--- config.mk ---
export PLATFORM = sky130hd
export DESIGN_NAME = cgc_wake_seq
export DESIGN_NICKNAME = d
export VERILOG_FILES = /design/src/rtl/cgc_wake_seq.sv
export SDC_FILE = /design/constraint.sdc
export NUM_CORES = 1
export LEC_CHECK = 0
export ABC_CLOCK_PERIOD_IN_PS = 4600
export CAP_MARGIN = 20
export CORE_MARGIN = 8
export CORE_UTILIZATION = 50
export CTS_BUF_LIST = sky130_fd_sc_hd__clkbuf_16
export CTS_CLUSTER_SIZE = 28
export DETAILED_ROUTE_END_ITERATION = 16
export HOLD_SLACK_MARGIN = 0.15
export PLACE_DENSITY = 0.88
export SYNTH_ARGS = -nofsm -noshare
export SYNTH_HDL_FRONTEND = slang
export SYNTH_SLANG_ARGS = --single-unit
--- constraint.sdc ---
create_clock -name clk -period 4.6 [get_ports clk]
set_clock_uncertainty 0.05 [all_clocks]
set_input_delay 0.46 -clock clk [delete_from_list [all_inputs] [get_ports clk]]
set_output_delay 0.46 -clock clk [all_outputs]
set_load 0.05 [all_outputs]
--- src/rtl/cgc_wake_seq.sv ---
// -----------------------------------------------------------------------------
// cgc_wake_seq
//
// Clock-gate enable sequencer. Drives the en/te pins of one clock-gate cell
// and shares the gated clock among N_REQ requesters through a level req/ack
// handshake. On the first request the gate is opened. After WAKE_DLY cycles
// of settle time the ack is granted. The gate stays open through a
// programmable hysteresis window after the last request drops. The block
// runs in the free-running clock domain next to the gate cell.
//
// Optional feature (compile-time macro CGC_WAKE_SEQ_OFF_CNT_EN):
//   adds the off_cycles port, a saturating 16-bit count of cycles spent OFF.
//
// Parameters:
//   N_REQ    - number of requesters (1..16)
//   WAKE_DLY - cycles from gate enable to first ack (>= 1)
//   HYST_W   - width of the hysteresis length input
//
// Ports:
//   clk        in   free-running clock, same clock that feeds the gate cell
//   rst_b      in   asynchronous active-low reset
//   req        in   per-requester clock request (level)
//   ack        out  per-requester grant (registered)
//   te         in   test mode, forces the clock on
//   hyst_cfg   in   hysteresis length, sampled when HYST is entered
//   cg_en      out  gate cell enable (registered)
//   cg_te      out  gate cell test enable, a combinational copy of te
//   clk_on     out  high whenever the sequencer is not OFF
//   off_cycles out  saturating OFF-cycle count (only with the macro)
// -----------------------------------------------------------------------------
module cgc_wake_seq #(
    parameter int unsigned N_REQ    = 4,
    parameter int unsigned WAKE_DLY = 2,
    parameter int unsigned HYST_W   = 8
) (
    input  logic              clk,
    input  logic              rst_b,
    input  logic [N_REQ-1:0]  req,
    output logic [N_REQ-1:0]  ack,
    input  logic              te,
    input  logic [HYST_W-1:0] hyst_cfg,
    output logic              cg_en,
    output logic              cg_te,
    output logic              clk_on
`ifdef CGC_WAKE_SEQ_OFF_CNT_EN
    ,
    output logic [15:0]       off_cycles
`endif
);

    // The wake counter needs at least one bit even when WAKE_DLY is 1.
    localparam int unsigned WCW = (WAKE_DLY > 1) ? $clog2(WAKE_DLY) : 1;
    localparam logic [WCW-1:0] WAKE_LOAD = WCW'(WAKE_DLY - 1);

    typedef enum logic [1:0] {
        ST_OFF,
        ST_WAKE,
        ST_ON,
        ST_HYST
    } state_e;

    state_e             state_q;
    logic [N_REQ-1:0]   ack_q;
    logic               cg_en_q;
    logic [WCW-1:0]     wake_cnt_q;
    logic [HYST_W-1:0]  hyst_cnt_q;

    logic any_req;
    assign any_req = |req;

    // NOTE: sequential state is written only with non-blocking assignments so
    // that every register samples the pre-edge values of its neighbours.
    always_ff @(posedge clk or negedge rst_b) begin
        if (!rst_b) begin
            state_q    <= ST_OFF;
            ack_q      <= '0;
            cg_en_q    <= 1'b0;
            wake_cnt_q <= '0;
            hyst_cnt_q <= '0;
        end else begin
            case (state_q)
                ST_OFF: begin
                    ack_q <= '0;
                    if (any_req) begin
                        cg_en_q <= 1'b1;
                        if (te) begin
                            // Test mode already forces the clock: skip settle.
                            state_q <= ST_ON;
                            ack_q   <= req;
                        end else begin
                            state_q    <= ST_WAKE;
                            wake_cnt_q <= WAKE_LOAD;
                        end
                    end
                end

                ST_WAKE: begin
                    ack_q <= '0;
                    if (wake_cnt_q == '0 || te) begin
                        if (any_req) begin
                            state_q <= ST_ON;
                            ack_q   <= req;
                        end else begin
                            // Every request was withdrawn while settling.
                            state_q    <= ST_HYST;
                            hyst_cnt_q <= hyst_cfg;
                        end
                    end else begin
                        wake_cnt_q <= wake_cnt_q - WCW'(1);
                    end
                end

                ST_ON: begin
                    ack_q <= req;
                    if (!any_req) begin
                        state_q    <= ST_HYST;
                        hyst_cnt_q <= hyst_cfg;
                    end
                end

                ST_HYST: begin
                    ack_q <= '0;
                    // A new request wins over expiry so the gate never blips.
                    if (any_req) begin
                        state_q <= ST_ON;
                        ack_q   <= req;
                    end else if (hyst_cnt_q == '0) begin
                        state_q <= ST_OFF;
                        cg_en_q <= 1'b0;
                    end else begin
                        hyst_cnt_q <= hyst_cnt_q - HYST_W'(1);
                    end
                end

                default: begin
                    state_q <= ST_OFF;
                    ack_q   <= '0;
                    cg_en_q <= 1'b0;
                end
            endcase
        end
    end

    assign ack    = ack_q;
    assign cg_en  = cg_en_q;
    assign cg_te  = te;
    assign clk_on = (state_q != ST_OFF);

`ifdef CGC_WAKE_SEQ_OFF_CNT_EN
    logic [15:0] off_cnt_q;

    always_ff @(posedge clk or negedge rst_b) begin
        if (!rst_b) begin
            off_cnt_q <= '0;
        end else if (state_q == ST_OFF && off_cnt_q != 16'hFFFF) begin
            off_cnt_q <= off_cnt_q + 16'd1;
        end
    end

    assign off_cycles = off_cnt_q;
`endif

endmodule

==> summary.md, run 1 <==
| Metric | Value |
|---|---|
| First-pass GRT wire length | 3.55 mm |
| Fraction of the yosys area taken by sequential cells | 42.2% |
| Die height | 59.6 um |
| Nets@finish | 136 |
| Filler instances | 141 |
| Warnings from Yosys | 0 |
| RSZ-0062 raised after global routing | false |
| Crit-path most repeated cell | clkdlybuf4s50_1 |
| Initial DRC count | 14 |
| Routability cong. | 0.856 |
| Fin crit period | 2430 ps |
| Syn_nets | 116 |
| Largest net degree at the start of global routing | 17 |
| Layout area overhead | 28.7% |
| Post-synth top cells | dfrtp_1 (16), nor2_1 (9), a2bb2oi_1 (7), nand2_1 (7), o21ai_0 (7) |
| Arrival @ worst endpoint | 1920 ps |
| Vias per std cell | 5.85 |
| Clock root buffer | clkbuf_16 |
| Wire length per cell | 14.9 um |
| Mapped cell area | 950 sq um |
| Required time worst endpoint | 4090 ps |
| Post-DRT Antenna Nets | 0 |
| Yosys top cell area share | 42.2% |
| Critical Path, Cell by Cell | clkdlybuf4s50_1 > clkdlybuf4s50_1 |
| Share of post-route cells with drive strength above 1 | 9.40% |
| Synth Area per Inst | 9.59 sq um |
| Maximum vdd drop | 0.000263 V |
| Total Routed Length | 2.12 mm |
| Leakage | 0.472 nW |
| EDFF count, synth | 0 |
| Die area | 3550 sq um |
| IO buf count | 21 |
| Finished Layout Cells | 142 |
| ANT cells | 0 |
| DRC violations left | 0 |
| Final slew viol count | 0 |
| CP Capture Type | output port |
| Distinct cells, synth | 35 |
| FF+latch count, synth | 16 |
| Hold slack | 527 ps |
| Final setup violation count | 0 |
| Maximum clock rate | 411 MHz |
| Tcrit/Tclk final | 52.8% |
| Setup CP Type | in -> out |
| Post-CTS Setup Bufs | 0 |
| DR vias | 831 |
| GR Util All Layers | 12.9% |
| Most common cell in the netlist | dfrtp_1 |
| Max-cap violations | 0 |
| Max stage delay on crit path | 860 ps |
| Fin util | 69.3% |
| Post-DP HPWL | 1.59 mm |
| Final setup TNS | 0 ps |
| Initial Utilization | 53.8% |
| Rows | 15 |
| Crit-path max FO | 6 |
| Top FF cell, synth | dfrtp_1 |
| Outcome | finished, final reports clean |
| Worst hold path class | reg -> reg |
| CTS tree | done |
| Synth Instances | 99 |
| Clk_lat worst skew | 240 ps |
| Overflow after GRT | 0 |
| Slowest cell on crit path | clkdlybuf4s50_1 |
| Number of gates resized after CTS | 0 |
| Max_slew headroom | 53.1% |
| Sink Count | 16 |
| Clock buffer count from CTS | 3 |
| Die W | 59.6 um |
| Total core area | 1760 sq um |
| Initial antenna violation count | 0 |
| Clk slew on worst S/H paths | 40 ps |
| DR pass1 iterations | 4 |
| Num ports | 22 |
| Cts hold-fix bufs | 0 |
| Placed cells | 139 |
| Fraction of registers with async set or reset after synthesis | 100% |
| Cell taking the most area after synthesis | dfrtp_1 |
| Clock tree buffer depth | 2 |
| CP delay by family, top | buffers and inverters |
| Crit start category | input pin |
| PwrDens | 398 nW/um^2 |
| Worst Tran Pin Value | 702 ps |
| Vias in the first global route | 850 |
| Fin. Hold Viols | 0 |
| H-tree levels | 1 |
| Buf+Inv Stages, Crit Path | 2 |
| Area contributors post-synth | dfrtp_1 (42%), a2bb2oi_1 (6.5%), o21ai_0 (3.7%), nor2_1 (3.6%), nand2_1 (2.8%) |
-- where the power goes --
| part | leakage, nW | internal [mW] | total, mW | switching (mW) |
|---|---|---|---|---|
| logic | 0.254 | 0.0570 | 0.127 | 0.0697 |
| registers | 0.181 | 0.169 | 0.199 | 0.0302 |
| clock network | 0.0370 | 0.114 | 0.161 | 0.0477 |
-- flip-flops by register name, summed over array words and instances (netlist names) --
| signal | count |
|---|---|
| ack | 4 |
| cg_en | 1 |
| hyst_cnt_q | 8 |
| state_q | 2 |
| wake_cnt_q | 1 |
-- per-layer routing --
metal | vias up | track usage [%] | part of all wire [%]
met2 | 19 | 22.2 | 49
met1 | 403 | 14.8 | 45
met3 | 5 | 3.25 | 4.1
li1 | 404 | - | -
met5 | - | 0 | 0
met4 | 0 | 5.10 | 1.3
-- logic make-up after synthesis --
kind of cell / synth area share, %
muxes: 1.58
and+or+nand+nor: 24.9
adders and majority gates: 2.63
buffers and inverters: 6.19
DFF: 42.2
AOI/OAI and AO/OA: 22.5
-- cell usage in the layout (no fill, tap or decap), drive strengths merged --
cell,synthesis,final
clkdlybuf4s50,0,21
dfrtp,16,16
nor2,10,10
nand2,7,7
o21ai,7,7
a2bb2oi,7,7
nor3,6,6
a21oi,5,5
and2,5,5
inv,4,4
nand3,4,4
a211oi,3,3
clkbuf,2,3
a22oi,2,2
o22ai,2,2
nand4,2,2
ha,2,2
nor4,2,2
or2,1,1
a211o,1,1
nor4b,1,1
and3,1,1
o311ai,1,1
mux2,1,1
o21bai,1,1
or4,1,1
nand3b,1,1
-- path summary, 6_finish.rpt --
path	from	end	slack, ps	depth (start not counted)
setup / recovery	te	cg_te	2170	2
setup reg to reg	state_q[1]	hyst_cnt_q[1]	2280	4
max in group asynchronous	rst_b	hyst_cnt_q[4]	3460	1
hold reg to reg	hyst_cnt_q[7]	hyst_cnt_q[7]	530	1
min in group asynchronous	rst_b	hyst_cnt_q[5]	600	1
hold / removal	hyst_cnt_q[7]	hyst_cnt_q[7]	530	1
-- area by class of cell --
type | count | area, sq um | share of cell area [%]
multi-input cells | 73 | 490 | 40.1
flip-flops and latches | 16 | 400 | 32.8
repair buffers | 21 | 210 | 17.2
clock buffers | 3 | 75.1 | 6.14
well taps | 25 | 31.3 | 2.56
inverters | 4 | 15.0 | 1.23
-- metrics by stage --
| stage | total power, mW | instance area, sq um | worst slack [ps] |
|---|---|---|---|
| after floorplan | 0.277 | 950 | 2870 |
| after global placement | 0.321 | 1150 | 2180 |
| after detailed placement | 0.327 | 1150 | 2170 |
| after CTS | 0.491 | 1220 | 2170 |
| after global routing | 0.511 | 1220 | 2110 |
| final | 0.487 | 1220 | 2170 |
Note: power is estimated with default switching activity, not from simulation.
==> inputs of run 2 (changes only) <==
Settings changed: ABC_CLOCK_PERIOD_IN_PS 4600 to 2100, CORE_UTILIZATION 50 to 44, PLACE_DENSITY 0.88 to 0.82.
Clock period 4.6 ns to 2.1 ns, I/O delays scaled along.
==> run 2 against run 1 <==
Clock-buffer cell count is the same. Critical endpoint is now clk_on. Total power grew 120%. Combinational power grew 130%. Worst setup slack lost 2000 ps. Wire length grew 1.6%.
==> summary.md, run 2 (synthesized netlist as in run 1, its figures left out) <==
| Metric | Value |
|---|---|
| Overflow after GRT | 0 (unchanged) |
| Multi-input gate area | 490 sq um (unchanged) |
| Die W | 62.5 um (+4.8%) |
| Initial Utilization | 44.6% (-9.2 points) |
| CP Capture Type | output port |
| Vias per std cell | 5.41 (-7.6%) |
| Worst Tran Pin Value | 727 ps (+25.5 ps) |
| Design Area, Final | 1280 sq um (+4.4%) |
| ANT cells | 0 (unchanged) |
| Max reg flops | 8 (unchanged) |
| Setup CP Type | reg -> out |
| Clock root buffer | clkbuf_16 |
| Largest net degree at the start of global routing | 17 (unchanged) |
| Total core area | 2130 sq um (+21%) |
| First-pass GRT wire length | 3.76 mm (+5.8%) |
| Fin. Hold Viols | 0 (unchanged) |
| DRC violations left | 0 (unchanged) |
| Post-DRT Antenna Nets | 0 (unchanged) |
| Reg area | 400 sq um (unchanged) |
| Crit-path max FO | 3 (-3) |
| Clk pwr share | 33.1% (about the same) |
| Pint | 0.751 mW (+120%) |
| Num ports | 22 (unchanged) |
| Sink Count | 16 (unchanged) |
| Setup WS pre-CTS | 146 ps (-2030 ps) |
| Routability cong. | 0.891 (+4.1%) |
| PwrDens | 841 nW/um^2 (+110%) |
| Initial antenna violation count | 0 (unchanged) |
| IO buf count | 21 (unchanged) |
| Reg with most FFs | hyst_cnt_q |
| Clock buffer count from CTS | 3 (unchanged) |
| Share of post-route cells with drive strength above 1 | 15.3% (+5.9 points) |
| Max-cap violations | 0 (unchanged) |
| Required time worst endpoint | 1840 ps (-2250 ps) |
| DR vias | 822 (-1.1%) |
| Total power | 1.07 mW (+120%) |
| RSZ-0062 raised after global routing | false |
| Fin crit period | 1940 ps |
| Outcome | finished, final reports clean |
| Worst r2r path cells | 7 (+3) |
| Rows | 17 (+2) |
| Net switching power | 0.323 mW (+120%) |
| Leakage | 0.509 nW (+7.9%) |
| Flop2flop setup slack | 180 ps (-2100 ps) |
| Wire length per cell | 14.2 um (-5.1%) |
| Vias in the first global route | 875 (+2.9%) |
| Clk slew on worst S/H paths | 50 ps (about the same) |
| Maximum clock rate | 515 MHz |
| Filler instances | 179 (+27%) |
| Clk_lat worst skew | 240 ps (about the same) |
| Tcrit/Tclk final | 92.4% |
| Die height | 62.5 um (+4.8%) |
| Setup ws final | 159 ps (-2010 ps) |
| Post-CTS Setup Bufs | 0 (unchanged) |
| Layout area overhead | 34.4% |
| Nets@finish | 143 (+5.1%) |
| Commonest non-fill, non-tap cells in the layout | clkdlybuf4s50_1 (20), dfrtp_1 (16), nor2_1 (9) |
| Post-place instance area | 1200 sq um (+4.7%) |
| Clock tree buffer depth | 2 (unchanged) |
| Sw frac | 30.1% (-0.23 points) |
| Worst hold path class | in -> async |
| Hold slack | 357 ps (-170 ps) |
| Post-DP HPWL | 1.62 mm (+2.1%) |
| Combinational power share | 26.9% (+0.9 points) |
| Max_slew headroom | 51.3% (-1.7 points) |
| Number of gates resized after CTS | 0 (unchanged) |
| DR pass1 iterations | 4 (unchanged) |
| Initial DRC count | 24 (+10) |
| Final setup TNS | 0 ps (unchanged) |
| Total Routed Length | 2.16 mm (+1.6%) |
| Arrival @ worst endpoint | 1680 ps (-240 ps) |
| Maximum vdd drop | 0.000680 V (+160%) |
| H-tree levels | 1 (unchanged) |
| Seq pwr share | 40.0% (-0.9 points) |
| GR Util All Layers | 11.4% (-1.6 points) |
| Cts hold-fix bufs | 0 (unchanged) |
| CTS tree | done |
| Final setup violation count | 0 (unchanged) |
| Final slew viol count | 0 (unchanged) |
| Crit start category | register |
| Most common cell after layout, fill and taps aside | clkdlybuf4s50_1 |
| Die area | 3900 sq um (+9.9%) |
[run 2: path summary, 6_finish.rpt]
check	startpoint	endpoint
min reg2reg	cg_en	cg_en
max	state_q[0]	clk_on
max reg2reg	hyst_cnt_q[0]	hyst_cnt_q[2]
min in group clk	cg_en	cg_en
min	rst_b	hyst_cnt_q[3]
max in group asynchronous	rst_b	ack[2]
[run 2: cell type report]
type | instances | area share [%]
Multi-Input combinational cell | 73 | 38.4
Sequential cell | 16 | 31.4
Timing Repair Buffer | 28 | 20.4
Clock buffer | 3 | 5.88
Tap cell | 28 | 2.75
Inverter | 4 | 1.18
[run 2: power groups by stage]
stage	registers [mW]	logic, mW	clock network, mW
after CTS	0.430	0.291	0.362
after global placement	0.432	0.281	0
after detailed placement	0.433	0.289	0
after global routing	0.440	0.314	0.377
final	0.429	0.289	0.356
after floorplan	0.470	0.137	0
[run 2: worst max-delay path, stage by stage (launching register included)]
cell and delay, ps:
dfrtp_1 370, or2_2 350, clkdlybuf4s50_1 720
[run 2: metrics by stage]
| stage | std cells | util [%] |
|---|---|---|
| global route | 152 | 60.0 |
| finish | 152 | 60.0 |
| global placement | 149 | 56.5 |
| floorplan | 99 | - |
| CTS | 152 | 60.0 |
| detailed placement | 149 | 56.5 |
[run 2: layer usage]
metal	vias up	wire, um	track usage, %
met5	-	0	0
li1	415	-	-
met1	376	985	12.9
met4	0	17	4.27
met3	2	152	3.94
met2	29	1000	19.1
